File: src/rtl/pong_pkg.sv
// Shared types, defaults and helpers for the Pong game controller.
package pong_pkg;

  typedef enum logic [1:0] {
    ST_NEWGAME = 2'd0,
    ST_PLAY    = 2'd1,
    ST_NEWBALL = 2'd2,
    ST_OVER    = 2'd3
  } pong_state_t;

  typedef logic [7:0] bcd2_t;

  localparam bcd2_t WIN_SCORE_DEF   = 8'h11;
  localparam int    HOLD_FRAMES_DEF = 120;
  localparam int    TICK_Y_DEF      = 481;

  localparam logic [1:0] WIN_NONE = 2'b00;
  localparam logic [1:0] WIN_P1   = 2'b01;
  localparam logic [1:0] WIN_P2   = 2'b10;

  // Two-digit BCD increment; 99 wraps to 00.
  function automatic bcd2_t bcd_inc(input bcd2_t v);
    bcd2_t r;
    if (v[3:0] == 4'd9) begin
      if (v[7:4] == 4'd9) r = 8'h00;
      else                r = {v[7:4] + 4'd1, 4'h0};
    end else begin
      r = {v[7:4], v[3:0] + 4'd1};
    end
    return r;
  endfunction

endpackage

File: src/rtl/bcd_counter2.sv
// Two-digit BCD counter with synchronous clear (dominant) and increment-enable.
module bcd_counter2
  import pong_pkg::*;
(
  input  logic  clk,
  input  logic  clr_i,
  input  logic  inc_i,
  output bcd2_t count_o
);

  bcd2_t count_q, count_d;

  always_comb begin
    count_d = count_q;
    if (clr_i)      count_d = 8'h00;
    else if (inc_i) count_d = bcd_inc(count_q);
  end

  always_ff @(posedge clk) begin
    count_q <= count_d;
  end

  assign count_o = count_q;

endmodule

File: src/rtl/pong_game_ctrl.sv
// Pong game-level FSM: scores, serve delay, game-over hold, frame-tick timer.
// Optional manual serve after a point is enabled by defining PONG_CTRL_SERVE_BTN_EN.
module pong_game_ctrl
  import pong_pkg::*;
#(
  parameter bcd2_t WIN_SCORE   = WIN_SCORE_DEF,
  parameter int    HOLD_FRAMES = HOLD_FRAMES_DEF,
  parameter int    TICK_Y      = TICK_Y_DEF
) (
  input  logic        clk,
  input  logic        reset,
  input  logic [3:0]  btn,
  input  logic [9:0]  x,
  input  logic [9:0]  y,
  input  logic        pts_1,
  input  logic        pts_2,
  output logic        gra_still,
  output logic [7:0]  score_1,
  output logic [7:0]  score_2,
  output logic        game_over,
  output logic [1:0]  winner,
  output pong_state_t dbg_state,
  output logic [7:0]  dbg_timer
);

  pong_state_t state_q, state_d;
  logic [7:0]  timer_q, timer_d;
  logic [1:0]  winner_q, winner_d;

  logic ftick, timer_done, serve_ok, over_exit;
  logic pt1, pt2, win1, win2, score_clr;

  assign ftick      = (y == 10'(TICK_Y)) && (x == 10'd0);
  assign timer_done = (timer_q == 8'd0);

`ifdef PONG_CTRL_SERVE_BTN_EN
  assign serve_ok = timer_done && (|btn);
`else
  assign serve_ok = timer_done;
`endif

  // Strobes count only in PLAY; player 1 takes priority on a same-cycle tie.
  assign pt1       = (state_q == ST_PLAY) && pts_1;
  assign pt2       = (state_q == ST_PLAY) && pts_2 && !pts_1;
  assign win1      = (bcd_inc(score_1) == WIN_SCORE);
  assign win2      = (bcd_inc(score_2) == WIN_SCORE);
  assign over_exit = (state_q == ST_OVER) && timer_done;
  assign score_clr = reset || over_exit;

  bcd_counter2 u_score_1 (.clk(clk), .clr_i(score_clr), .inc_i(pt1), .count_o(score_1));
  bcd_counter2 u_score_2 (.clk(clk), .clr_i(score_clr), .inc_i(pt2), .count_o(score_2));

  always_ff @(posedge clk) begin
    if (reset) begin
      state_q  <= ST_NEWGAME;
      timer_q  <= 8'd0;
      winner_q <= WIN_NONE;
    end else begin
      state_q  <= state_d;
      timer_q  <= timer_d;
      winner_q <= winner_d;
    end
  end

  always_comb begin
    state_d = state_q;
    case (state_q)
      ST_NEWGAME: if (|btn) state_d = ST_PLAY;
      ST_PLAY: begin
        if (pt1)      state_d = win1 ? ST_OVER : ST_NEWBALL;
        else if (pt2) state_d = win2 ? ST_OVER : ST_NEWBALL;
      end
      ST_NEWBALL: if (serve_ok) state_d = ST_PLAY;
      ST_OVER:    if (timer_done) state_d = ST_NEWGAME;
      default:    state_d = ST_NEWGAME;
    endcase
  end

  always_comb begin
    timer_d  = timer_q;
    winner_d = winner_q;
    if (pt1 || pt2)
      timer_d = 8'(HOLD_FRAMES);
    else if ((state_q == ST_NEWBALL || state_q == ST_OVER) && ftick && !timer_done)
      timer_d = timer_q - 8'd1;
    if (pt1 && win1)      winner_d = WIN_P1;
    else if (pt2 && win2) winner_d = WIN_P2;
    if (over_exit)        winner_d = WIN_NONE;
  end

  always_comb begin
    gra_still = (state_q != ST_PLAY);
    game_over = (state_q == ST_OVER);
  end

  assign winner    = winner_q;
  assign dbg_state = state_q;
  assign dbg_timer = timer_q;

endmodule

File: config.mk
export PLATFORM = sky130hd
export DESIGN_NAME = pong_game_ctrl
export DESIGN_NICKNAME = d
export VERILOG_FILES = /design/src/rtl/pong_pkg.sv /design/src/rtl/bcd_counter2.sv /design/src/rtl/pong_game_ctrl.sv
export SDC_FILE = /design/constraint.sdc
export NUM_CORES = 1
export LEC_CHECK = 0
export ABC_CLOCK_PERIOD_IN_PS = 2600
export BUFFER_PORTS_ARGS = -buffer_cell sky130_fd_sc_hd__buf_2
export CAP_MARGIN = 10
export CORE_UTILIZATION = 40
export CTS_CLUSTER_SIZE = 24
export DETAILED_ROUTE_END_ITERATION = 6
export PLACE_DENSITY = 0.75
export SLEW_MARGIN = 30
export SYNTH_ARGS = -nofsm -noshare
export SYNTH_HDL_FRONTEND = slang
export SYNTH_SLANG_ARGS = --single-unit
File: constraint.sdc
create_clock -name clk -period 2.6 [get_ports clk]
set_input_delay 0.13 -clock clk [delete_from_list [all_inputs] [get_ports clk]]
set_output_delay 0.13 -clock clk [all_outputs]
set_load 0.02 [all_outputs]
==> results of run 1 <==
==> state kept, by name, summed over array words and instances, names as in the netlist <==
| signal | count |
|---|---|
| u_score_2.count_o | 8 |
| dbg_state | 2 |
| u_score_1.count_o | 8 |
| dbg_timer | 8 |
| winner | 2 |
==> cell families after synthesis <==
family	Yosys count	synth area share
AO/OA/AOI/OAI	32	0.1505
XOR/XNOR	12	0.06583
adder cells (fa/ha/maj)	2	0.01567
buffers and inverters	14	0.03448
flip-flops	28	0.3511
multiplexers	4	0.02508
AND/OR/NAND/NOR	96	0.3574
==> path summary, 6_finish.rpt <==
kind	to	slack, ns	depth (start not counted)	from
worst max-delay path	u_score_2.count_o[6]$_SDFFE_PP0P_	0.55	4	dbg_timer[3]$_SDFFE_PP0P_
worst min-delay path	dbg_timer[3]$_SDFFE_PP0P_	0.18	2	reset
worst max register to register	u_score_2.count_o[6]$_SDFFE_PP0P_	0.55	4	dbg_timer[3]$_SDFFE_PP0P_
worst min register to register	winner[0]$_SDFFE_PP0P_	0.54	3	winner[0]$_SDFFE_PP0P_
==> cell usage after synthesis (all sizes together) (4+ instances only) <==
master  instances
nor4           10
nand4           6
nand3           7
nand2           7
dfxtp          28
nor3           12
a21oi           7
o21ai           7
xor2            4
clkbuf          4
inv             7
mux2i           4
nor2b           6
xnor2           8
nor2           23
==> stage by stage <==
stage / setup WS, ns / power [mW]
global route: 0.3759 / 1.143
detailed placement: 0.5785 / 0.7449
floorplan: 0.6643 / 0.6679
global placement: 0.6314 / 0.7394
finish: 0.5541 / 1.086
CTS: 0.5330 / 1.094
==> worst max-delay path: cells and delay by family, from the launching register on <==
| kind | cells | cell delay, ns |
|---|---|---|
| flops | 1 | 0.40 |
| compound gates | 1 | 0.53 |
| simple gates | 3 | 0.98 |
==> routing by layer <==
| metal | share of wire | vias up |
|---|---|---|
| met1 | 0.48 | 725 |
| met2 | 0.47 | 32 |
| met4 | 0.013 | 0 |
| li1 | - | 810 |
| met3 | 0.042 | 5 |
| met5 | 0 | - |
==> final cells by class <==
type / count / area share
Clock buffer: 3 / 0.02073
Multi-Input combinational cell: 146 / 0.4925
Sequential cell: 28 / 0.2814
Inverter: 7 / 0.01319
Tap cell: 48 / 0.03015
Clock inverter: 1 / 0.01508
Timing Repair Buffer: 58 / 0.1470
==> power groups by stage <==
| stage | clock network [mW] | logic (mW) | registers (mW) |
|---|---|---|---|
| finish | 0.346 | 0.248 | 0.492 |
| global route | 0.372 | 0.273 | 0.498 |
| CTS | 0.355 | 0.248 | 0.491 |
| detailed placement | 0 | 0.244 | 0.501 |
| global placement | 0 | 0.241 | 0.498 |
| floorplan | 0 | 0.151 | 0.517 |
==> results.ini, run 1 <==
[grt]
antenna_found_initial=0
grt_use_total=0.1871
grt_max_degree=19
grt_use_met2=0.3003
grt_busiest_layer=met2
grt_pass1_wl_um=6244
use_met3=0.02778
overflow=0
grt.met1_usage=0.2537
first_global_vias=1384

[power]
switchingPower_mw=0.3221
internal_power_mw=0.7642
p_per_area_nw_per_um2=545.3
swShare=0.2965
power_frac_comb=0.229
ir_worst_vdd_mv=0.2512
leakage_nw=0.8393
power.share.sequential=0.453
clkPwrFrac=0.319

[final_layout]
final_cells=291
final_design_area_no_fill_um2=1992
layout_commonest_cell=buf_2
mostFrequentLayoutCells=buf_2 (57), dfxtp_1 (28), nor2_1 (23)
post-route-util=0.5321
area_delta_synth_final_pct=24.76
fillers=390
n_antenna_cell=0
multi_input_area_um2=980.9
seqCellArea_um2=560.5
nets=274
drive_gt1_frac=0.2963

[worst_setup_path]
critPathRequiredTime_ns=2.76
worst_setup_path_end_kind=flip-flop
cp_max_fo=18
slowest_delay_ns=0.58
critPathSlowestCell=or4_4
worstSetupStartpointType=flip-flop
crit_arrival_ns=2.20
crit_chain=or4_4 > nor4_2 > a21o_1 > nor2_1
path_class=flip-flop to flip-flop

[timing]
min_period_over_period=0.7869
timing.hold.ws_ns=0.1791
setup_viol=0
worst_pin_slew_ns=0.5884
tns_ns=0
period_needed_ns=2.046
fin_skew_ns=0.002482
max_slew_margin=0.6024
maxSlewViolCount=0
rsz0062_at_grt=no
max_freq_mhz=488.8
finalHoldViolCount=0

[clock_tree]
clk_pin_slew_ns=0.09
postCtsSetupBuffers=0
clk_latency_ns=0.28
cts_resized=0
tritoncts=yes
cts_buffers=3
clkSinkCount=28
clk_path_buf_depth=2
cts-htree-levels=1
ctsHoldBuffers=0
cts_root_buf=clkbuf_8

[place]
io_buffers=57
globalplace.congestion=0.7819
dpl-instance-area_um2=1921
hpwl_um=2762
dp_cells=287

[routing]
ant_nets=0
vias=1572
firstDrtPassIters=4
viasPerCell=5.402
drc=0
wl_per_cell_um=12.87
totalWireLength_um=3744
first_iter_violations=105

[synth]
yosys_warnings=0
synth_area_um2=1597
synth_largest_area_cell=dfxtp_1
syn_area_per_cell_um2=8.492
synth-async-reset-ratio=0
synth_area_leaders=dfxtp_1 (35%), nor2_1 (5.4%), xnor2_1 (4.4%)
synth-main-ff-cell=dfxtp_1
synth_top_area_share=0.3511
synth-seq-cells=28
ys_seq_area_frac=0.3511
synthCells=188
synth.distinct_cells=44
synth_nets=218
synth_edf_count=0

[flow_run]
drv_cap=0

[floorplanning]
initial_core_util=0.4265
die_area_um2=4248
die_x_um=65.18
core_area_um2=3744
boundaryPins=58
dieHeight_um=65.18
rows=22

[min_path]
min_path_type=input port to flip-flop

[run_status]
status=complete, no violations

(Power assumes the default switching activity.)
==> run 2, diff against run 1 <==
--- a/config.mk
+++ b/config.mk
@@ -5,13 +5,14 @@
 export SDC_FILE = /design/constraint.sdc
 export NUM_CORES = 1
 export LEC_CHECK = 0
-export ABC_CLOCK_PERIOD_IN_PS = 2600
+export ABC_AREA = 1
+export ABC_CLOCK_PERIOD_IN_PS = 1800
 export BUFFER_PORTS_ARGS = -buffer_cell sky130_fd_sc_hd__buf_2
 export CAP_MARGIN = 10
 export CORE_UTILIZATION = 40
 export CTS_CLUSTER_SIZE = 24
 export DETAILED_ROUTE_END_ITERATION = 6
-export PLACE_DENSITY = 0.75
+export PLACE_DENSITY = 0.76
 export SLEW_MARGIN = 30
 export SYNTH_ARGS = -nofsm -noshare
 export SYNTH_HDL_FRONTEND = slang
==> constraint.sdc (replaced) <==
create_clock -name clk -period 1.8 [get_ports clk]
set_input_delay 0.09 -clock clk [delete_from_list [all_inputs] [get_ports clk]]
set_output_delay 0.09 -clock clk [all_outputs]
set_load 0.02 [all_outputs]
==> results.ini, run 2 <==
[routing]
vias=1989  ; +27%
totalWireLength_um=4315  ; +15%
viasPerCell=4.887  ; -9.5%
drc=0  ; unchanged
firstDrtPassIters=4  ; unchanged
first_iter_violations=91  ; -13%
wl_per_cell_um=10.60  ; -18%
ant_nets=0  ; unchanged

[synth]
synth.distinct_cells=25  ; -43%
synth_edf_count=0  ; unchanged
synth_most_common_cell=nand2_1
synth_area_um2=1799  ; +13%
synth_area_leaders=dfxtp_1 (31%), nand2_1 (14%), nor2_1 (10%)
synth_nets=325  ; +49%
yosys_warnings=0  ; unchanged
syn_area_per_cell_um2=6.099  ; -28%
synth.top_cells.by_count=nand2_1 (68), nor2_1 (50), inv_1 (43)
synthCells=295  ; +57%
synth-seq-cells=28  ; unchanged
synth_top_area_share=0.3115  ; -0.03955
ys_seq_area_frac=0.3115  ; -0.03955
synth-main-ff-cell=dfxtp_1
synth_largest_area_cell=dfxtp_1
synth-async-reset-ratio=0  ; unchanged

[clock_tree]
clk_pin_slew_ns=0.09  ; about the same
cts_buffers=3  ; unchanged
tritoncts=yes
cts_resized=0  ; unchanged
clk_path_buf_depth=2  ; unchanged
cts_root_buf=clkbuf_8
ctsHoldBuffers=0  ; unchanged
cts-htree-levels=1  ; unchanged
clkSinkCount=28  ; unchanged
postCtsSetupBuffers=0  ; unchanged
clk_latency_ns=0.27  ; about the same

[worst_setup_path]
critPathSlowestCell=dfxtp_1
cp_num_buf_inv=3  ; +3
worstSetupStartpointType=flip-flop
critPathRequiredTime_ns=1.98  ; -0.78 ns
crit_arrival_ns=1.80  ; -0.40 ns
slowest_delay_ns=0.37  ; -0.21 ns
crit_chain=inv_1 > ha_1 > nand3_1 > nor2_2 > inv_1 > nand2_1 > nor2_4 > nand3_1 > nand2_1 > nand3_1 > nand2_1 > inv_1
cp_max_fo=8  ; -10
crit_family=simple AND/OR/NAND/NOR gates
worst_setup_path_end_kind=flip-flop
path_class=flip-flop to flip-flop

[power]
p_per_area_nw_per_um2=986.2  ; +81%
internal_power_mw=1.200  ; +57%
ir_worst_vdd_mv=0.5550  ; +120%
switchingPower_mw=0.9602  ; +200%
clkPwrFrac=0.156  ; -0.163
p_total_mw=2.161  ; +99%
power.share.sequential=0.400  ; -0.053
leakage_nw=1.098  ; +31%
power_frac_comb=0.444  ; +0.215
swShare=0.4444  ; +0.1479

[timing]
period_needed_ns=1.617  ; -0.4292 ns
setup_viol=0  ; unchanged
rsz0062_at_grt=no
timing.hold.ws_ns=0.1221  ; -0.05703 ns
maxSlewViolCount=0  ; unchanged
finalHoldViolCount=0  ; unchanged
tns_ns=0  ; unchanged
max_freq_mhz=618.5  ; +27%
max_slew_margin=0.7820  ; +0.1797
min_period_over_period=0.8982  ; +0.1113
worst_pin_slew_ns=0.3240  ; -0.2644 ns
fin_skew_ns=0.003411  ; +0.0009288 ns

[grt]
grt_busiest_layer=met2
antenna_found_initial=0  ; unchanged
first_global_vias=1829  ; +32%
use_met3=0.03216  ; +0.004386
grt_use_met2=0.3225  ; +0.02229
grt_max_degree=15  ; -4
grt_use_total=0.1862  ; -0.0008974
grt_pass1_wl_um=7555  ; +21%
overflow=0  ; unchanged
grt.met1_usage=0.2350  ; -0.01872

[final_layout]
fillers=465  ; +19%
multi_input_area_um2=1047  ; +6.8%
drive_gt1_frac=0.2113  ; -0.08503
mostFrequentLayoutCells=nand2_1 (68), buf_2 (57), nor2_1 (50)
layout_commonest_cell=nand2_1
final_design_area_no_fill_um2=2191  ; +10%
nets=387  ; +41%
seqCellArea_um2=560.5  ; unchanged
n_antenna_cell=0  ; unchanged
area_delta_synth_final_pct=21.77

[flow_run]
drv_cap=0  ; unchanged

[floorplanning]
die_area_um2=4770  ; +12%
dieHeight_um=69.07  ; +6.0%
core_area_um2=4324  ; +16%
initial_core_util=0.4161  ; -0.01038
die_x_um=69.07  ; +6.0%
boundaryPins=58  ; unchanged
rows=24  ; +9.1%

[place]
globalplace.congestion=0.9003  ; +15%
hpwl_um=3416  ; +24%
io_buffers=57  ; unchanged
dpl-instance-area_um2=2150  ; +12%

[min_path]
min_path_type=input port to flip-flop

[run_status]
status=complete, no violations

## run 2: power groups by stage
stage                     Sequential (mW)  Clock (mW)  Combinational, mW
after detailed placement            0.879           0              0.960
after CTS                           0.865       0.350              0.964
after global placement              0.875           0              0.946
after floorplan                     0.972           0              0.585
final                               0.865       0.337              0.958
after global routing                0.888       0.363               1.08
## run 2: kinds of logic (layout without fill, tap and decap cells)
kind of cell,Yosys count,count (layout),share of synthesized area
XOR/XNOR,5,5,0.02434
buffers and inverters,50,110,0.1064
flip-flops,28,28,0.3115
AO/OA/AOI/OAI,36,36,0.1127
adder cells (fa/ha/maj),2,2,0.01391
AND/OR/NAND/NOR,174,174,0.4312
## run 2: layer usage
layer | wire length, um | up-vias
met3 | 225 | 2
met2 | 2015 | 49
met1 | 2046 | 869
met5 | 0 | -
li1 | - | 1069
met4 | 27 | 0
## run 2: stage by stage
stage	setup slack [ns]	util	std cells
final	0.1833	0.5067	407
after global routing	0.02892	0.5067	407
after CTS	0.1761	0.5067	407
after detailed placement	0.1918	0.4971	404
after global placement	0.2500	0.4971	404
after floorplan	0.1522	-	295
## run 2: path summary, 6_finish.rpt
| path | start | end | slack [ns] | cells after the start |
|---|---|---|---|---|
| setup / recovery | dbg_timer[0]$_SDFFE_PP0P_ | dbg_timer[6]$_SDFFE_PP0P_ | 0.18 | 12 |
| hold / removal | reset | dbg_timer[3]$_SDFFE_PP0P_ | 0.12 | 2 |
| setup reg to reg | dbg_timer[0]$_SDFFE_PP0P_ | dbg_timer[6]$_SDFFE_PP0P_ | 0.18 | 12 |
| hold reg to reg | dbg_timer[0]$_SDFFE_PP0P_ | dbg_timer[0]$_SDFFE_PP0P_ | 0.49 | 2 |
## run 2: final cells by class
cell class / count / share of cell area
clock buffers: 3 / 0.01885
multi-input cells: 217 / 0.4780
inverters: 49 / 0.08395
flip-flops and latches: 28 / 0.2559
repair buffers: 58 / 0.1336
well taps: 52 / 0.02970
==> run 3, diff against run 2 <==
--- a/config.mk
+++ b/config.mk
@@ -6,13 +6,13 @@
 export NUM_CORES = 1
 export LEC_CHECK = 0
 export ABC_AREA = 1
-export ABC_CLOCK_PERIOD_IN_PS = 1800
+export ABC_CLOCK_PERIOD_IN_PS = 1900
 export BUFFER_PORTS_ARGS = -buffer_cell sky130_fd_sc_hd__buf_2
 export CAP_MARGIN = 10
 export CORE_UTILIZATION = 40
 export CTS_CLUSTER_SIZE = 24
 export DETAILED_ROUTE_END_ITERATION = 6
-export PLACE_DENSITY = 0.76
+export PLACE_DENSITY = 0.73
 export SLEW_MARGIN = 30
 export SYNTH_ARGS = -nofsm -noshare
 export SYNTH_HDL_FRONTEND = slang
==> constraint.sdc (replaced) <==
create_clock -name clk -period 1.9 [get_ports clk]
set_input_delay 0.095 -clock clk [delete_from_list [all_inputs] [get_ports clk]]
set_output_delay 0.095 -clock clk [all_outputs]
set_load 0.02 [all_outputs]
==> results.ini, run 3 (synthesis gave the netlist of run 2 again) <==
[run_status]
status=complete, no violations

[clock_tree]
cts-htree-levels=1  ; unchanged
cts_resized=0  ; unchanged
clk_latency_ns=0.28  ; about the same
tritoncts=yes
postCtsSetupBuffers=0  ; unchanged
cts_root_buf=clkbuf_8
cts_buffers=3  ; unchanged
clk_pin_slew_ns=0.10  ; about the same
clk_path_buf_depth=2  ; unchanged
clkSinkCount=28  ; unchanged
ctsHoldBuffers=0  ; unchanged

[power]
ir_worst_vdd_mv=0.7144  ; +29%
leakage_nw=1.111  ; +1.1%
p_per_area_nw_per_um2=952.5  ; -3.4%

[grt]
grt_max_degree=16  ; +1
first_global_vias=1766  ; -3.4%
overflow=0  ; unchanged
grt_use_total=0.1843  ; -0.001850
antenna_found_initial=0  ; unchanged
grt_pass1_wl_um=7410  ; -1.9%

[worst_setup_path]
r2r_setup_slack_ns=0.25  ; +0.07 ns
critPathRequiredTime_ns=2.09  ; +0.11 ns
r2r-end=dbg_timer[6]$_SDFFE_PP0P_
worst_setup_path_end_kind=flip-flop
crit_arrival_ns=1.84  ; +0.04 ns
crit_chain=inv_1 > ha_1 > nand3_1 > nor2_2 > inv_1 > nand2_1 > nor2_4 > nand3_1 > nand2_1 > nand3_1 > nand2_1 > inv_1
cp_max_fo=8  ; unchanged
reg2reg_from=dbg_timer[0]$_SDFFE_PP0P_
critPathSlowestCell=dfxtp_1
worstSetupStartpointType=flip-flop
reg2reg_depth=12  ; unchanged
path_class=flip-flop to flip-flop
slowest_delay_ns=0.39  ; +0.02 ns

[floorplanning]
rows=24  ; unchanged
core_area_um2=4324  ; unchanged
boundaryPins=58  ; unchanged
die_x_um=69.07  ; unchanged
dieHeight_um=69.07  ; unchanged
die_area_um2=4770  ; unchanged
initial_core_util=0.4161  ; unchanged

[min_path]
hold_depth=2  ; unchanged
worstHoldStart=reset
min_path_type=input port to flip-flop
min_to=dbg_state[0]$_SDFFE_PP0P_

[final_layout]
post-route-util=0.5116  ; +0.004919
area_delta_synth_final_pct=22.95
drive_gt1_frac=0.2157  ; +0.004419
mostFrequentLayoutCells=nand2_1 (68), buf_2 (57), nor2_1 (50)
n_antenna_cell=0  ; unchanged
layout_commonest_cell=nand2_1
final_cells=409  ; +0.49%
nets=388  ; +0.26%

[routing]
viasPerCell=4.924  ; +0.76%
totalWireLength_um=4218  ; -2.2%
firstDrtPassIters=4  ; unchanged
wl_per_cell_um=10.31  ; -2.7%
vias=2014  ; +1.3%
first_iter_violations=114  ; +25%
ant_nets=0  ; unchanged
drc=0  ; unchanged

[place]
globalplace.congestion=0.9421  ; +4.6%
dp_cells=405  ; +0.25%
io_buffers=57  ; unchanged
hpwl_um=3389  ; -0.80%

[timing]
fin_skew_ns=0.008978  ; +0.005567 ns
finalHoldViolCount=0  ; unchanged
worst_pin_slew_ns=0.3064  ; -0.01757 ns
max_freq_mhz=606.2  ; -2.0%
min_period_over_period=0.8683  ; -0.02993
maxSlewViolCount=0  ; unchanged
max_slew_margin=0.7939  ; +0.01182
tns_ns=0  ; unchanged
period_needed_ns=1.650  ; +0.03296 ns
setup_viol=0  ; unchanged
rsz0062_at_grt=no

[flow_run]
drv_cap=0  ; unchanged

run 3: cell count changes in the layout (fill, tap and decap cells not counted), sizes merged:
cell,before,now
clkbuf,3,4
buf,58,59
run 3: routing by layer:
metal | GRT usage | vias to the layer above | routed length (um)
li1 | - | 1074 | -
met1 | 0.2287 | 893 | 1989
met2 | 0.3225 | 43 | 1994
met3 | 0.03216 | 4 | 191
met4 | 0.05669 | 0 | 42
met5 | 0 | - | 0
run 3: area by class of cell:
| class | instances | area, um^2 |
|---|---|---|
| clock buffer | 4 | 55.05 |
| sequential | 28 | 560.5 |
| fill | 450 | 2112 |
| inverter | 49 | 183.9 |
| timing repair buffer | 59 | 300.3 |
| tap | 52 | 65.06 |
| multi-input combinational | 217 | 1047 |
run 3: worst max path at each step:
stage,depth (start not counted),to,startpoint
2_1_floorplan,12,dbg_timer[6]$_SDFFE_PP0P_,dbg_timer[0]$_SDFFE_PP0P_
3_3_place_gp,12,dbg_timer[6]$_SDFFE_PP0P_,dbg_timer[0]$_SDFFE_PP0P_
3_5_place_dp,7,u_score_2.count_o[6]$_SDFFE_PP0P_,dbg_timer[0]$_SDFFE_PP0P_
4_1_cts,7,u_score_2.count_o[6]$_SDFFE_PP0P_,dbg_timer[0]$_SDFFE_PP0P_
5_1_grt,12,dbg_timer[6]$_SDFFE_PP0P_,dbg_timer[0]$_SDFFE_PP0P_
6_report,12,dbg_timer[6]$_SDFFE_PP0P_,dbg_timer[0]$_SDFFE_PP0P_
run 3: worst max-delay path, delay by kind of cell (launching register included):
kind	cells	cell delay [ns]
flip-flops	1	0.39
AND/OR/NAND/NOR	8	0.71
buffers and inverters	3	0.25
adder cells (fa/ha/maj)	1	0.22
run 3: where the power goes:
| part | internal (mW) | total (mW) | switching (mW) |
|---|---|---|---|
| Clock | 0.186 | 0.369 | 0.183 |
| Sequential | 0.682 | 0.804 | 0.122 |
| Combinational | 0.326 | 0.934 | 0.607 |
| Total | 1.19 | 2.11 | 0.913 |
run 3: stage by stage:
step | hold slack, ns | setup WS, ns | instance area [um^2] | power, mW
2_1_floorplan | 0.3181 | 0.2522 | 1799 | 1.474
3_3_place_gp | 0.4060 | 0.3443 | 2157 | 1.745
4_1_cts | 0.1107 | 0.2235 | 2212 | 2.130
5_1_grt | 0.1146 | 0.07203 | 2212 | 2.301
3_5_place_dp | 0.4130 | 0.2679 | 2157 | 1.753
6_report | 0.1074 | 0.2503 | 2212 | 2.107
